## src/rtl/matmul_seq.sv

```systemverilog
// Sequential matrix multiplier C = A*B over a single shared, arbitrated word memory.
// Optional busy-cycle counter on clock_count when MATMUL_SEQ_PERF_CNT_EN is defined.
module matmul_seq #(
   parameter int M  = 100,
   parameter int N  = 50,
   parameter int N2 = 2,
   parameter int DW = 32,
   parameter int AW = 16
) (
   input  logic          CLOCK_50,
   input  logic          rst_n,
   input  logic          start,
   output logic          busy,
   output logic          done,
   output logic          mem_req,
   output logic          mem_wr,
   output logic [AW-1:0] mem_addr,
   output logic [DW-1:0] mem_wdata,
   input  logic          mem_gnt,
   input  logic [DW-1:0] mem_rdata,
   output logic [31:0]   clock_count
);

   localparam int IW = (M  > 1) ? $clog2(M)  : 1;
   localparam int JW = (N2 > 1) ? $clog2(N2) : 1;
   localparam int KW = (N  > 1) ? $clog2(N)  : 1;
   localparam logic [AW-1:0] B_BASE = AW'(M*N);
   localparam logic [AW-1:0] C_BASE = AW'(M*N + N*N2);

   typedef enum logic [2:0] {IDLE, RD_A, WAIT_A, RD_B, WAIT_B, WR, DONE} state_t;

   state_t        state, state_nxt;
   logic [IW-1:0] i;
   logic [JW-1:0] j;
   logic [KW-1:0] k;
   logic [DW-1:0] acc, a_reg;
   logic          last_i, last_j, last_k, accept;

   assign last_i = (i == IW'(M-1));
   assign last_j = (j == JW'(N2-1));
   assign last_k = (k == KW'(N-1));
   assign accept = start && (state == IDLE || state == DONE);

   always_ff @(posedge CLOCK_50 or negedge rst_n) begin
      if (!rst_n) state <= IDLE;
      else        state <= state_nxt;
   end

   // Request outputs decode straight from state and counters, so they stay
   // frozen while a grant is withheld and drop to zero the instant reset hits.
   always_comb begin
      state_nxt = state;
      mem_req   = 1'b0;
      mem_wr    = 1'b0;
      mem_addr  = '0;
      mem_wdata = '0;
      case (state)
         IDLE, DONE: if (start) state_nxt = RD_A;
         RD_A: begin
            mem_req  = 1'b1;
            mem_addr = AW'(i) * AW'(N) + AW'(k);
            if (mem_gnt) state_nxt = WAIT_A;
         end
         WAIT_A: state_nxt = RD_B;
         RD_B: begin
            mem_req  = 1'b1;
            mem_addr = B_BASE + AW'(k) * AW'(N2) + AW'(j);
            if (mem_gnt) state_nxt = WAIT_B;
         end
         WAIT_B: state_nxt = last_k ? WR : RD_A;
         WR: begin
            mem_req   = 1'b1;
            mem_wr    = 1'b1;
            mem_addr  = C_BASE + AW'(i) * AW'(N2) + AW'(j);
            mem_wdata = acc;
            if (mem_gnt) state_nxt = (last_i && last_j) ? DONE : RD_A;
         end
         default: state_nxt = IDLE;
      endcase
   end

   assign busy = (state != IDLE) && (state != DONE);
   assign done = (state == DONE);

   always_ff @(posedge CLOCK_50 or negedge rst_n) begin
      if (!rst_n) begin
         i     <= '0;
         j     <= '0;
         k     <= '0;
         acc   <= '0;
         a_reg <= '0;
      end else if (accept) begin
         i   <= '0;
         j   <= '0;
         k   <= '0;
         acc <= '0;
      end else begin
         case (state)
            WAIT_A: a_reg <= mem_rdata;
            WAIT_B: begin
               // low DW bits of the product are the same signed or unsigned
               acc <= acc + a_reg * mem_rdata;
               if (!last_k) k <= k + 1'b1;
            end
            WR: if (mem_gnt) begin
               acc <= '0;
               k   <= '0;
               if (!last_j) begin
                  j <= j + 1'b1;
               end else begin
                  j <= '0;
                  i <= i + 1'b1;
               end
            end
            default: ;
         endcase
      end
   end

`ifdef MATMUL_SEQ_PERF_CNT_EN
   always_ff @(posedge CLOCK_50 or negedge rst_n) begin
      if (!rst_n)                                clock_count <= '0;
      else if (accept)                           clock_count <= '0;
      else if (busy && clock_count != '1)        clock_count <= clock_count + 32'd1;
   end
`else
   assign clock_count = '0;
`endif

endmodule

```

## config.mk

```make
export PLATFORM = sky130hd
export DESIGN_NAME = matmul_seq
export DESIGN_NICKNAME = d
export VERILOG_FILES = /design/src/rtl/matmul_seq.sv
export SDC_FILE = /design/constraint.sdc
export NUM_CORES = 1
export LEC_CHECK = 0
export BUFFER_PORTS_ARGS = -buffer_cell sky130_fd_sc_hd__buf_2
export CAP_MARGIN = 40
export CORE_ASPECT_RATIO = 1.25
export CORE_MARGIN = 1.5
export CORE_UTILIZATION = 60
export CTS_BUF_LIST = sky130_fd_sc_hd__clkbuf_2
export DETAILED_ROUTE_END_ITERATION = 12
export PLACE_DENSITY = 0.77
export SYNTH_ARGS = -nofsm -noshare
export SYNTH_HDL_FRONTEND = slang
export SYNTH_SLANG_ARGS = --single-unit
```

## constraint.sdc

```tcl
create_clock -name CLOCK_50 -period 8.4 [get_ports CLOCK_50]
set_clock_uncertainty 0.15 [all_clocks]
set_input_delay 2.52 -clock CLOCK_50 [delete_from_list [all_inputs] [get_ports CLOCK_50]]
set_output_delay 2.52 -clock CLOCK_50 [all_outputs]
set_load 0.02 [all_outputs]
```

# Word level (Yosys, flattened, before mapping)
# Cells that the tools add are included.
# W data, S select, Z words.
[op_classes] eq_ne=15 n_mul=2 n_reduce_logical=18 n_addsub=9 bitwise_logic=1 mux=26
[op_table] cell="$mux W32" n=3
[op_table] cell="$pmux W32 S2" n=1
[op_table] cell="$pmux W15 S3" n=1
[op_table] cell="$add A32 B32 Y32" n=1
[op_table] cell="$mul A32 B32 Y32" n=1
[op_table] cell="$add A14 B1 Y15" n=2
[op_table] cell="$mux W7" n=4
[op_table] cell="$mux W3" n=6
[op_table] cell="$mux W6" n=3
[op_table] cell="$pmux W3 S6" n=1
[op_table] cell="$add A13 B6 Y14" n=1
[op_table] cell="$add A13 B7 Y14 const A" n=1
[op_table] cell="$add A13 B8 Y14 const A" n=1
[op_table] cell="$mul A7 B5 Y12 const B" n=1
[op_table] cell="$pmux W6 S2" n=1
[op_table] cell="$eq A3 B3 Y1 const B" n=3
[op_table] cell="$ne A3 B3 Y1 const B" n=3
[op_table] cell="$ne A2 B2 Y1 const B" n=4
[op_table] cell="$add A7 B1 Y7 const B" n=1
[op_table] cell="$eq A7 B7 Y1 const B" n=1
[op_table] cell="$add A6 B1 Y6 const B" n=1
[op_table] cell="$eq A3 B2 Y1 const B" n=2
[op_table] cell="$eq A6 B6 Y1 const B" n=1
[op_table] cell="$mux W1" n=6
[op_table] cell="13 further kinds" n=21
[word_totals] output_inout_bits=84 reg_bits=81 elab_cells=77 inputBits=36

# Longest topological paths before layout
[logic_depth] ltp_word=5 ltp_mapped=29 ltp_nobuf=27

# Worst setup path before layout
# Ideal clock, no wire load.
[synth_timing] path_type="input to register" startpoint="input mem_rdata[3]" endpoint="register acc[31]" path_buffers=2 required_time_ns=8.119 path_slack_ns=-0.800 setup_time_ns=0.131 cell_stages=27 t_arrival_ns=8.920 path_cell_list="clkbuf_1 clkbuf_1 and2_1 fa_1 fa_1 fa_1 inv_1 fa_1 inv_1 fa_1 inv_1 fa_1 inv_1 fa_1 inv_1 fa_1 inv_1 ha_1 and3_1 a221oi_2 o21ai_1 nor2_2 o31ai_4 a2bb2oi_2 o31ai_2 xnor2_1 o21ai_1"
[synth_between] elab_chain_len=4
[synth_lines] item="start: declaration" line="20" source="input logic [DW-1:0] mem_rdata,"
[synth_lines] item="$mul A32 B32 Y32" line="102" source="acc <= acc + a_reg * mem_rdata;"
[synth_lines] item="$add A32 B32 Y32" line="102"
[synth_lines] item="$pmux W32 S2" line="98" source="case (state)"
[synth_lines] item="$mux W32" line="92" source="end else if (accept) begin"
[synth_lines] item="end signal: assignment" line="102"
[synth_lines] item="end: declaration" line="36" source="logic [DW-1:0] acc, a_reg;"
# No other way between the ends.
# A chain may end at the register's enable or synchronous reset.

# Worst setup path after layout
[layout_timing] startpoint="input mem_rdata[2]" endpoint="register acc[30]"
# Same word-level chain as after synthesis.

==> results.sh <==
export IMPL_fin_crit_sh_pct=100
export IMPL_syn_area_sq_mm=0.0217
export IMPL_hold_path_cell_count=2
export IMPL_final_common_cell="inv_1"
export IMPL_core_sq_mm=0.0355
export IMPL_dieArea_sq_mm=0.0373
export IMPL_fin_tns_setup_ns=-0.00854
export IMPL_grt_pass1_wl_mm=92.8
export IMPL_synth_edf_count=0
export IMPL_crit_family="adder cells"
export IMPL_antenna_found_initial=2
export IMPL_fill_cells=2737
export IMPL_drive_gt1_share_pct=15.4
export IMPL_numClockSinks=81
export IMPL_hp_class="register to register"
export IMPL_die_w_microns=173
export IMPL_synth_compound_area_share_pct=4.96
export IMPL_cts_tree="yes"
export IMPL_finalWeightedCongestion=0.920
export IMPL_setup_slack_ns=-0.00854
export IMPL_vias=16400
export IMPL_crit_type="input port to register"
export IMPL_end_kind="register"
export IMPL_finalCriticalPeriod_ns=8.41
export IMPL_port_buffers=85
export IMPL_numCtsBuffers=9
export IMPL_grt_pass1_vias=18200
export IMPL_ys_async_sr_fraction_pct=100
export IMPL_ys_seq_area_share_pct=9.35
export IMPL_hold_buffers=0
export IMPL_status="complete, but fails checks"
export IMPL_slew_violations=0
export IMPL_rsz0062_at_grt="true"
export IMPL_synth_xor_area_share_pct=4.65
export IMPL_grt_max_degree=43
export IMPL_min_from="acc[13]$_DFFE_PN0P_"
export IMPL_dp_hpwl_mm=47.1
export IMPL_synthCells=2377
export IMPL_detailedRoute_firstPassIterationCount=7
export IMPL_synth_fa_ha_area_share_pct=50.4
export IMPL_wl_per_cell_microns=18.6
export IMPL_r2r_start="a_reg[11]$_DFFE_PN0P_"
export IMPL_setup_viol=1
export IMPL_rows=77
export IMPL_tightest_slew_ns=0.924
export IMPL_clockRootBuffer="clkbuf_2"
export IMPL_synthToLayoutAreaGrowth_pct=11.1
export IMPL_antenna_left=0
export IMPL_synth_flop_cell="dfrtp_1"
export IMPL_finalWirelength_mm=55.9
export IMPL_crit_path_start_kind="input port"
export IMPL_cp_data_arrival_time_ns=8.82
export IMPL_overflow=0
export IMPL_fin_nets=3172
export IMPL_reg2reg_setup_slack_ns=0.96
export IMPL_slowest_stage="fa_1"
export IMPL_fmax_mhz=119
export IMPL_yosysUniqueCellTypes=59
export IMPL_synth_avg_cell_area_sq_um=9.12
export IMPL_vias_per_cell=5.44
export IMPL_clockBufferDepth=2
export IMPL_synthMuxAreaShare_pct=1.85
export IMPL_drc=0
export IMPL_hold_viol=0
export IMPL_layout_common_cells="inv_1, fa_1, and2_1, nand2_1, ha_1"
export IMPL_failed_checks="negative setup slack"
export IMPL_crit_required_ns=8.81
export IMPL_crit_top_cell="fa_1"
export IMPL_h_tree_depth=3
export IMPL_hold_path_end="acc[13]$_DFFE_PN0P_"
export IMPL_cap_violations=0
export IMPL_yosys_warnings=0
export IMPL_place_area_sq_mm=0.0235
export IMPL_worstPathMaxFanout=8
export IMPL_synth_seq_cells=81
export IMPL_crit_reg2reg_capture="acc[31]$_DFFE_PN0P_"
export IMPL_synth_top_family_by_area="adder cells"
export IMPL_io_pins=120
export IMPL_start_util_pct=61.2
export IMPL_rr_worst_depth=25
export IMPL_critPathBufInv=8
export IMPL_insertion_delay_ns=0.68
export IMPL_path_clk_slew_ns=0.25
export IMPL_grt_usage_pct=31.8
export IMPL_drt_initial_drc_count=1058
export IMPL_cpPeakStageDelay_ns=0.55
export IMPL_die_h_microns=216
export IMPL_slew_headroom_pct=38.4
export IMPL_synth_simple_area_share_pct=16.7
export IMPL_finalInstanceArea_sq_mm=0.0241
[cell usage after synthesis, drive strengths merged, types with 3 or more instances]
master / number / area (sq um)
inv: 521 / 1960
fa: 441 / 8830
and2: 319 / 2000
nand2: 264 / 991
ha: 167 / 2090
clkbuf: 106 / 398
dfrtp: 81 / 2030
xnor2: 81 / 709
nor2: 60 / 230
o21ai: 53 / 265
buf: 40 / 284
a21oi: 39 / 199
xor2: 34 / 298
mux2: 33 / 372
and3: 19 / 119
a21o: 17 / 128
nor3: 11 / 55.1
nand3: 10 / 50.1
a22o: 9 / 78.8
nand2b: 9 / 56.3
nand4: 6 / 37.5
o21bai: 5 / 41.3
o221ai: 5 / 50.0
o31ai: 5 / 70.1
o211ai: 4 / 35.0
or3: 4 / 25.0
a22oi: 3 / 22.5
a31oi: 3 / 25.0
mux2i: 3 / 30.0
nor2b: 3 / 18.8
[layout make-up]
| cell class | instances | area [sq um] | area share (%) |
|---|---|---|---|
| antenna | 1 | 2.50 | 0.0104 |
| clock inverter | 3 | 43.8 | 0.182 |
| sequential | 81 | 2030 | 8.41 |
| clock buffer | 11 | 55.1 | 0.229 |
| inverter | 521 | 1960 | 8.12 |
| timing repair buffer | 253 | 1950 | 8.09 |
| tap | 474 | 593 | 2.46 |
| multi-input combinational | 1662 | 17500 | 72.5 |
[routing by layer]
metal / up-vias / wire length, microns / track usage (%)
li1: 7232 / - / -
met1: 8303 / 21900 / 40.2
met2: 690 / 28000 / 55.0
met3: 137 / 3780 / 5.30
met4: 2 / 2140 / 12.2
met5: - / 11 / 0
[worst register-to-register path: cells and delay by family (launching register included)]
kind                       cells  cell delay (ns)
DFF                            1             1.00
buffers and inverters          6             0.29
xor gates and xnor gates       1             0.15
and+or+nand+nor                3             0.56
AOI/OAI and AO/OA              6             0.96
adders and majority gates      9             4.20
[per-stage QoR]
stage	worst slack (ns)	utilization, %	cells	hold WS [ns]
finish	-0.00854	67.9	3006	0.367
CTS	0.0000551	67.0	2995	0.366
floorplan	-0.496	-	2410	0.300
global route	-0.144	67.9	3006	0.398
detailed placement	-0.874	66.4	2980	0.320
global placement	-0.829	66.0	2974	0.313
[worst max-delay path by stage]
stage / from / end / slack (ns) / cells after the start
2_1_floorplan: mem_rdata[4] / acc[31]$_DFFE_PN0P_ / -0.50 / 27
3_3_place_gp: mem_rdata[5] / acc[31]$_DFFE_PN0P_ / -0.83 / 26
3_5_place_dp: mem_rdata[5] / acc[31]$_DFFE_PN0P_ / -0.87 / 26
4_1_cts: mem_rdata[0] / acc[31]$_DFFE_PN0P_ / 0.00006 / 22
5_1_grt: mem_rdata[7] / acc[30]$_DFFE_PN0P_ / -0.14 / 26
6_report: mem_rdata[2] / acc[30]$_DFFE_PN0P_ / -0.009 / 27
[cell families (layout without fill, tap and decap cells)]
group,after synthesis,in the layout
xor gates and xnor gates,115,115
adders and majority gates,608,608
other,1,35
and+or+nand+nor,709,709
buffers and inverters,667,788
DFF,81,81
AOI/OAI and AO/OA,160,160
muxes,36,36
[timing repair]
action,in CTS,in global routing
pin swaps,24,51
resized for setup,29,76
gates cloned,0,1
buffers inserted,1,9
setup endpoints to repair,9,12
Power is not shown: default switching activity piles up to over one toggle a cycle in this logic, so the estimate is an artifact.
